File: src/rtl/snake_tile_renderer.sv
// rtl/snake_tile_renderer.sv - 40x30 tile map with 2-cycle pixel colour pipeline and clear sweep (optional border: SNAKE_BORDER_EN)
module snake_tile_renderer #(
  parameter logic [7:0] COL_BG     = 8'h00,
  parameter logic [7:0] COL_BODY   = 8'h1C,
  parameter logic [7:0] COL_HEAD   = 8'hFC,
  parameter logic [7:0] COL_TARGET = 8'hE0,
  parameter logic [7:0] COL_BORDER = 8'h03
) (
  input  logic       CLK,
  input  logic       RESET,
  input  logic [9:0] ADDRH,
  input  logic [8:0] ADDRV,
  output logic [7:0] COLOUR_OUT,
  input  logic       WR_EN,
  input  logic [5:0] WR_X,
  input  logic [4:0] WR_Y,
  input  logic [1:0] WR_TILE,
  output logic       WR_READY,
  input  logic       CLEAR_REQ,
  output logic       CLEAR_BUSY
);

  localparam int          MAP_W    = 40;
  localparam int          MAP_H    = 30;
  localparam int          MAP_N    = MAP_W * MAP_H;
  localparam logic [10:0] LAST_IDX = 11'(MAP_N - 1);

  typedef enum logic {
    S_IDLE  = 1'b0,
    S_CLEAR = 1'b1
  } state_t;

  logic [1:0]  map_mem [0:MAP_N-1];

  state_t      state_q, state_d;
  logic [10:0] clr_cnt_q, clr_cnt_d;

  logic        mem_we;
  logic [10:0] mem_waddr;
  logic [1:0]  mem_wdata;

  logic [5:0]  rd_col;
  logic [4:0]  rd_row;
  logic        rd_vis;
  logic [10:0] rd_idx;

  logic        wr_in_range;
  logic [10:0] wr_idx;

  logic [1:0]  code_q;
  logic        vis_q;
  logic [7:0]  pix_col;

  // Pixel address decode; off-screen addresses read entry 0 and are masked later
  always_comb begin
    rd_col = ADDRH[9:4];
    rd_row = ADDRV[8:4];
    rd_vis = (ADDRH < 10'd640) && (ADDRV < 9'd480);
    rd_idx = rd_vis ? (({6'd0, rd_row} * 11'd40) + {5'd0, rd_col}) : 11'd0;
  end

  // Write address decode; out-of-range tiles must never alias onto valid entries
  always_comb begin
    wr_in_range = (WR_X < 6'd40) && (WR_Y < 5'd30);
    wr_idx      = wr_in_range ? (({6'd0, WR_Y} * 11'd40) + {5'd0, WR_X}) : 11'd0;
  end

  // FSM state and clear counter registers; reset lands in CLEAR so the map is swept on release
  always_ff @(posedge CLK or posedge RESET) begin
    if (RESET) begin
      state_q   <= S_CLEAR;
      clr_cnt_q <= 11'd0;
    end else begin
      state_q   <= state_d;
      clr_cnt_q <= clr_cnt_d;
    end
  end

  // Next-state and single write-port arbitration: clear sweep, else an accepted tile write
  always_comb begin
    state_d   = state_q;
    clr_cnt_d = clr_cnt_q;
    mem_we    = 1'b0;
    mem_waddr = wr_idx;
    mem_wdata = WR_TILE;
    case (state_q)
      S_IDLE: begin
        if (CLEAR_REQ) begin
          state_d   = S_CLEAR;
          clr_cnt_d = 11'd0;
        end else if (WR_EN && wr_in_range) begin
          mem_we = 1'b1;
        end
      end
      S_CLEAR: begin
        mem_we    = 1'b1;
        mem_waddr = clr_cnt_q;
        mem_wdata = 2'd0;
        if (clr_cnt_q == LAST_IDX) begin
          state_d   = S_IDLE;
          clr_cnt_d = 11'd0;
        end else begin
          clr_cnt_d = clr_cnt_q + 11'd1;
        end
      end
      default: begin
        state_d   = S_CLEAR;
        clr_cnt_d = 11'd0;
      end
    endcase
  end

  assign WR_READY   = (state_q == S_IDLE);
  assign CLEAR_BUSY = (state_q == S_CLEAR);

  // Map storage; writes are suppressed while reset is held so the sweep alone defines contents
  always_ff @(posedge CLK) begin
    if (mem_we && !RESET) begin
      map_mem[mem_waddr] <= mem_wdata;
    end
  end

`ifdef SNAKE_BORDER_EN
  logic border_q;

  // Border flag travels alongside the map read so latency stays at two cycles
  always_ff @(posedge CLK or posedge RESET) begin
    if (RESET) begin
      border_q <= 1'b0;
    end else begin
      border_q <= rd_vis && ((rd_col == 6'd0) || (rd_col == 6'd39) ||
                             (rd_row == 5'd0) || (rd_row == 5'd29));
    end
  end
`endif

  // Stage 1: synchronous map read (old value wins against a same-edge write)
  always_ff @(posedge CLK or posedge RESET) begin
    if (RESET) begin
      code_q <= 2'd0;
      vis_q  <= 1'b0;
    end else begin
      code_q <= map_mem[rd_idx];
      vis_q  <= rd_vis;
    end
  end

  // Tile code to RGB332, with blanking and optional border override
  always_comb begin
    case (code_q)
      2'd1:    pix_col = COL_BODY;
      2'd2:    pix_col = COL_HEAD;
      2'd3:    pix_col = COL_TARGET;
      default: pix_col = COL_BG;
    endcase
    if (!vis_q) begin
      pix_col = COL_BG;
    end
`ifdef SNAKE_BORDER_EN
    else if (border_q) begin
      pix_col = COL_BORDER;
    end
`endif
  end

  // Stage 2: registered colour output
  always_ff @(posedge CLK or posedge RESET) begin
    if (RESET) begin
      COLOUR_OUT <= 8'h00;
    end else begin
      COLOUR_OUT <= pix_col;
    end
  end

endmodule

File: config.mk
export PLATFORM = sky130hd
export DESIGN_NAME = snake_tile_renderer
export DESIGN_NICKNAME = d
export VERILOG_FILES = /design/src/rtl/snake_tile_renderer.sv
export SDC_FILE = /design/constraint.sdc
export NUM_CORES = 2
export LEC_CHECK = 0
export CAP_MARGIN = 20
export CORE_MARGIN = 2
export CORE_UTILIZATION = 50
export DETAILED_ROUTE_END_ITERATION = 10
export MAX_ROUTING_LAYER = met4
export PLACE_DENSITY = 0.65
export SETUP_SLACK_MARGIN = 0.02
export SLEW_MARGIN = 20
export SYNTH_ARGS = -nofsm -noshare
export SYNTH_HDL_FRONTEND = slang
export SYNTH_SLANG_ARGS = --single-unit
File: constraint.sdc
create_clock -name CLK -period 69 [get_ports CLK]
set_clock_uncertainty 0.05 [all_clocks]
set_input_delay 13.8 -clock CLK [delete_from_list [all_inputs] [get_ports CLK]]
set_output_delay 13.8 -clock CLK [all_outputs]
set_load 0.03 [all_outputs]
==> flow_summary.toml <==
[job]
max_cap_violations = 0

[sta]
setup_viol = 0
timing.final.max_slew_violations = 0
timing.fmax_mhz = 50.78
worst_slew_margin_rel_pct = 14.61
final-hold-violation-count = 0
rsz0062_at_grt = "no"
worst-slew-pin-transition_ps = 1264
setup_total_negative_slack_ps = 0
final.min_clock_period_ps = 19690
min_period_over_period_pct = 28.54

[placement]
place.detailed.hpwl_um = 168000
gpl.final_weighted_congestion = 0.8828
total_placed_cells_including_tap_cells = 9297
io_buffers = 35

[die]
rows = 164
die_height_um = 452.6
die-area_um2 = 204900
coreArea_um2 = 199900
die_w_um = 452.6
initial_cell_density_of_the_core_pct = 50.35
floorplan.io_pins = 46

[synthesis]
synth.top_cells.by_count = "2400 x edfxtp_1, 1354 x nor2_1, 624 x nand2_1"
yosys_warnings = 0
synth_enable_flop_cells = 2400
synth_top_cells_by_area = "edfxtp_1 72%, nor2_1 5.1%, mux2i_1 3.9%, mux4_2 3.7%, nand2_1 2.3%"
synthesis.area_um2 = 100600
syn_avg_cell_area_um2 = 14.38
yosysSeqAreaShare_pct = 72.05
synth_cell_type_count = 86
synth_async_sr_flop_share_pct = 0.7034
yosys_most_used_dff = "edfxtp_1"
yosysTopAreaCellShare_pct = 71.62
synth_largest_area_cell = "edfxtp_1"
syn_inst = 6996
most_instantiated_library_cell_after_synthesis = "edfxtp_1"
number_of_flip_flops_and_latches_in_the_synthesized_netlist = 2417

[worst_setup_path]
startpoint_type = "primary input"
worstPathRequired_ps = 69500
cp_cell_sequence = "clkdlybuf4s50_1 > ha_2 > buf_4 > nor3b_4 > buf_4 > and3_4 > buf_4 > a22oi_1 > o211ai_1 > a31oi_1 > o2111ai_1 > nand4_1 > a311oi_1 > nor4b_2 > a41oi_1"
worst-setup-path-type = "in -> reg"
critical_path.endpoint_type = "register"
worst_ep_arrival_time_ps = 20190
worst_path_largest_cell_delay_ps = 790
critical-path-slowest-cell = "a311oi_1"
crit_fanout = 40
timing.critical_path.mode_cell = "buf_4"

[outcome]
run_status = "complete, no violations"

[grt]
global_route_wire_length_before_repair_um = 441200
via_count_of_the_first_global_routing_pass = 61590
antenna_found_initial = 17
grt_overflow_total = 0
grt_use_total_pct = 30.93
pin_count_of_the_biggest_net_entering_global_routing = 240

[power]
leakage_power_summed_over_all_cells_uw = 0.03566
irDropWorstVdd_mv = 0.03107
power_per_unit_of_standard_cell_area_nw_per_um2 = 27.53

[clock_tree]
clockRootBuffer = "clkbuf_16"
cts_inserted_buffers = 238
post_cts_repair_timing_setup_buffer_count = 0
cts_max_path_buffers = 3
hold_buffers_post_cts = 0
cts_tree = "done"
cts.clk_slew.worst_paths_ps = 60
clock_sink_count = 2417
htree_num_levels = 4
clkLatencyLatePin_ps = 890
cts_resized = 0

[cells_and_area]
fillCellCount = 16020
area_growth_pct = 10.39
layoutNonFillerInstCount = 9748
finalNetCount = 6944
drive_above_1_share_pct = 12.03
utilization_pct = 55.58

[drt]
drt_drc = 0
route.antenna.remaining_nets = 0
routed_metal_1_wire_length_um = 112500
drt-total-wl_um = 309500
drt_iter0_drc = 9449
vias = 63550
detail_route.first_pass.iterations = 7
avgViaCountPerCell = 6.520
wl_per_cell_um = 31.75
met3_wirelength_um = 35070
met2WireLength_um = 145900
highest_layer = "met4"

[worst_hold_path]
hp-class = "reg -> reg"
[cell type report]
type	instances	area [um^2]	share of cell area, %
inverter	16	62.56	0.05632
tap	2656	3323	2.992
multi-input combinational	3995	25770	23.20
clock buffer	297	6207	5.588
sequential	2417	72500	65.27
timing repair buffer	214	1939	1.746
antenna	12	30.03	0.02703
clock inverter	141	1251	1.126
[placed cells by master (no fill, tap or decap), types with 25 or more instances in the layout]
master	instances
nand4_1	54
o22ai_1	109
nand2_2	31
nand2_4	29
edfxtp_1	2400
clkbuf_1	56
and2_1	25
a21oi_1	151
buf_4	159
clkinv_1	63
o211ai_1	41
a211oi_1	68
o221ai_1	92
mux2_2	71
a311oi_1	31
or3_1	25
mux2i_1	395
a32oi_1	37
mux4_2	164
a22oi_1	38
and3_1	29
o21ai_0	125
nor2b_1	26
nand3_1	152
clkinv_2	46
nor2_1	1347
clkdlybuf4s50_1	33
clkbuf_16	238
nand2_1	567
a31oi_1	73
nor3_1	34
[worst paths after layout]
check / from / endpoint / slack (ps) / cells after the start
setup / recovery: ADDRH[7] / code_q[0]$_DFF_PP0_ / 49310 / 15
hold / removal: vis_q$_DFF_PP0_ / COLOUR_OUT[4]$_DFF_PP0_ / 430 / 1
setup reg to reg: CLEAR_BUSY$_DFF_PP1_ / map_mem[1063][0]$_DFFE_PP_ / 63460 / 6
hold reg to reg: vis_q$_DFF_PP0_ / COLOUR_OUT[4]$_DFF_PP0_ / 430 / 1
max in group asynchronous: RESET / clr_cnt_q[9]$_DFFE_PP0P_ / 55150 / 2
min in group asynchronous: RESET / clr_cnt_q[7]$_DFFE_PP0P_ / 13310 / 2
[cells by family (layout without fill, tap and decap cells)]
| kind of cell | count (synthesis) | in the layout | share of synthesized area (%) |
|---|---|---|---|
| AND/OR/NAND/NOR | 2410 | 2410 | 10.01 |
| XOR/XNOR | 16 | 16 | 0.1393 |
| adder cells (fa/ha/maj) | 26 | 26 | 0.3531 |
| buffers and inverters | 585 | 668 | 2.795 |
| AO/OA/AOI/OAI | 911 | 911 | 6.259 |
| other | 1 | 14 | 0.003727 |
| flip-flops | 2417 | 2417 | 72.05 |
| multiplexers | 630 | 630 | 8.394 |
[flip-flops by register name, summed over array words and instances (netlist names)]
register and count:
clr_cnt_q 11, CLEAR_BUSY 1, map_mem 2400, COLOUR_OUT 2, code_q 2, vis_q 1
[worst max-delay path: cells and delay by family]
| kind | cells | cell delay, ps |
|---|---|---|
| buffers and inverters | 4 | 2200 |
| AOI/OAI and AO/OA | 6 | 1940 |
| and+or+nand+nor | 4 | 1540 |
| adders and majority gates | 1 | 610 |
[power by group]
group	leakage (uW)	internal, uW	switching [uW]
Combinational	0.00969	61.4	152
Sequential	0.0223	1590	0.908
Clock	0.00365	696	557
[metal layers]
metal	vias up	track usage, %
met5	-	-
met1	32470	40.04
met2	4034	47.85
met3	737	5.910
li1	26310	-
met4	0	13.54
[stage by stage]
stage          setup slack (ps)  power (uW)  instance area, um^2  hold WS, ps
2_1_floorplan             20610        1737               100600        394.4
3_3_place_gp              48680        1827               103400        418.7
3_5_place_dp              48660        1828               103500        413.0
4_1_cts                   49570        3058               111000        429.6
5_1_grt                   49520        3123               111100        463.9
6_report                  49310        3058               111100        427.0
Power figures use the tool's default switching activity.
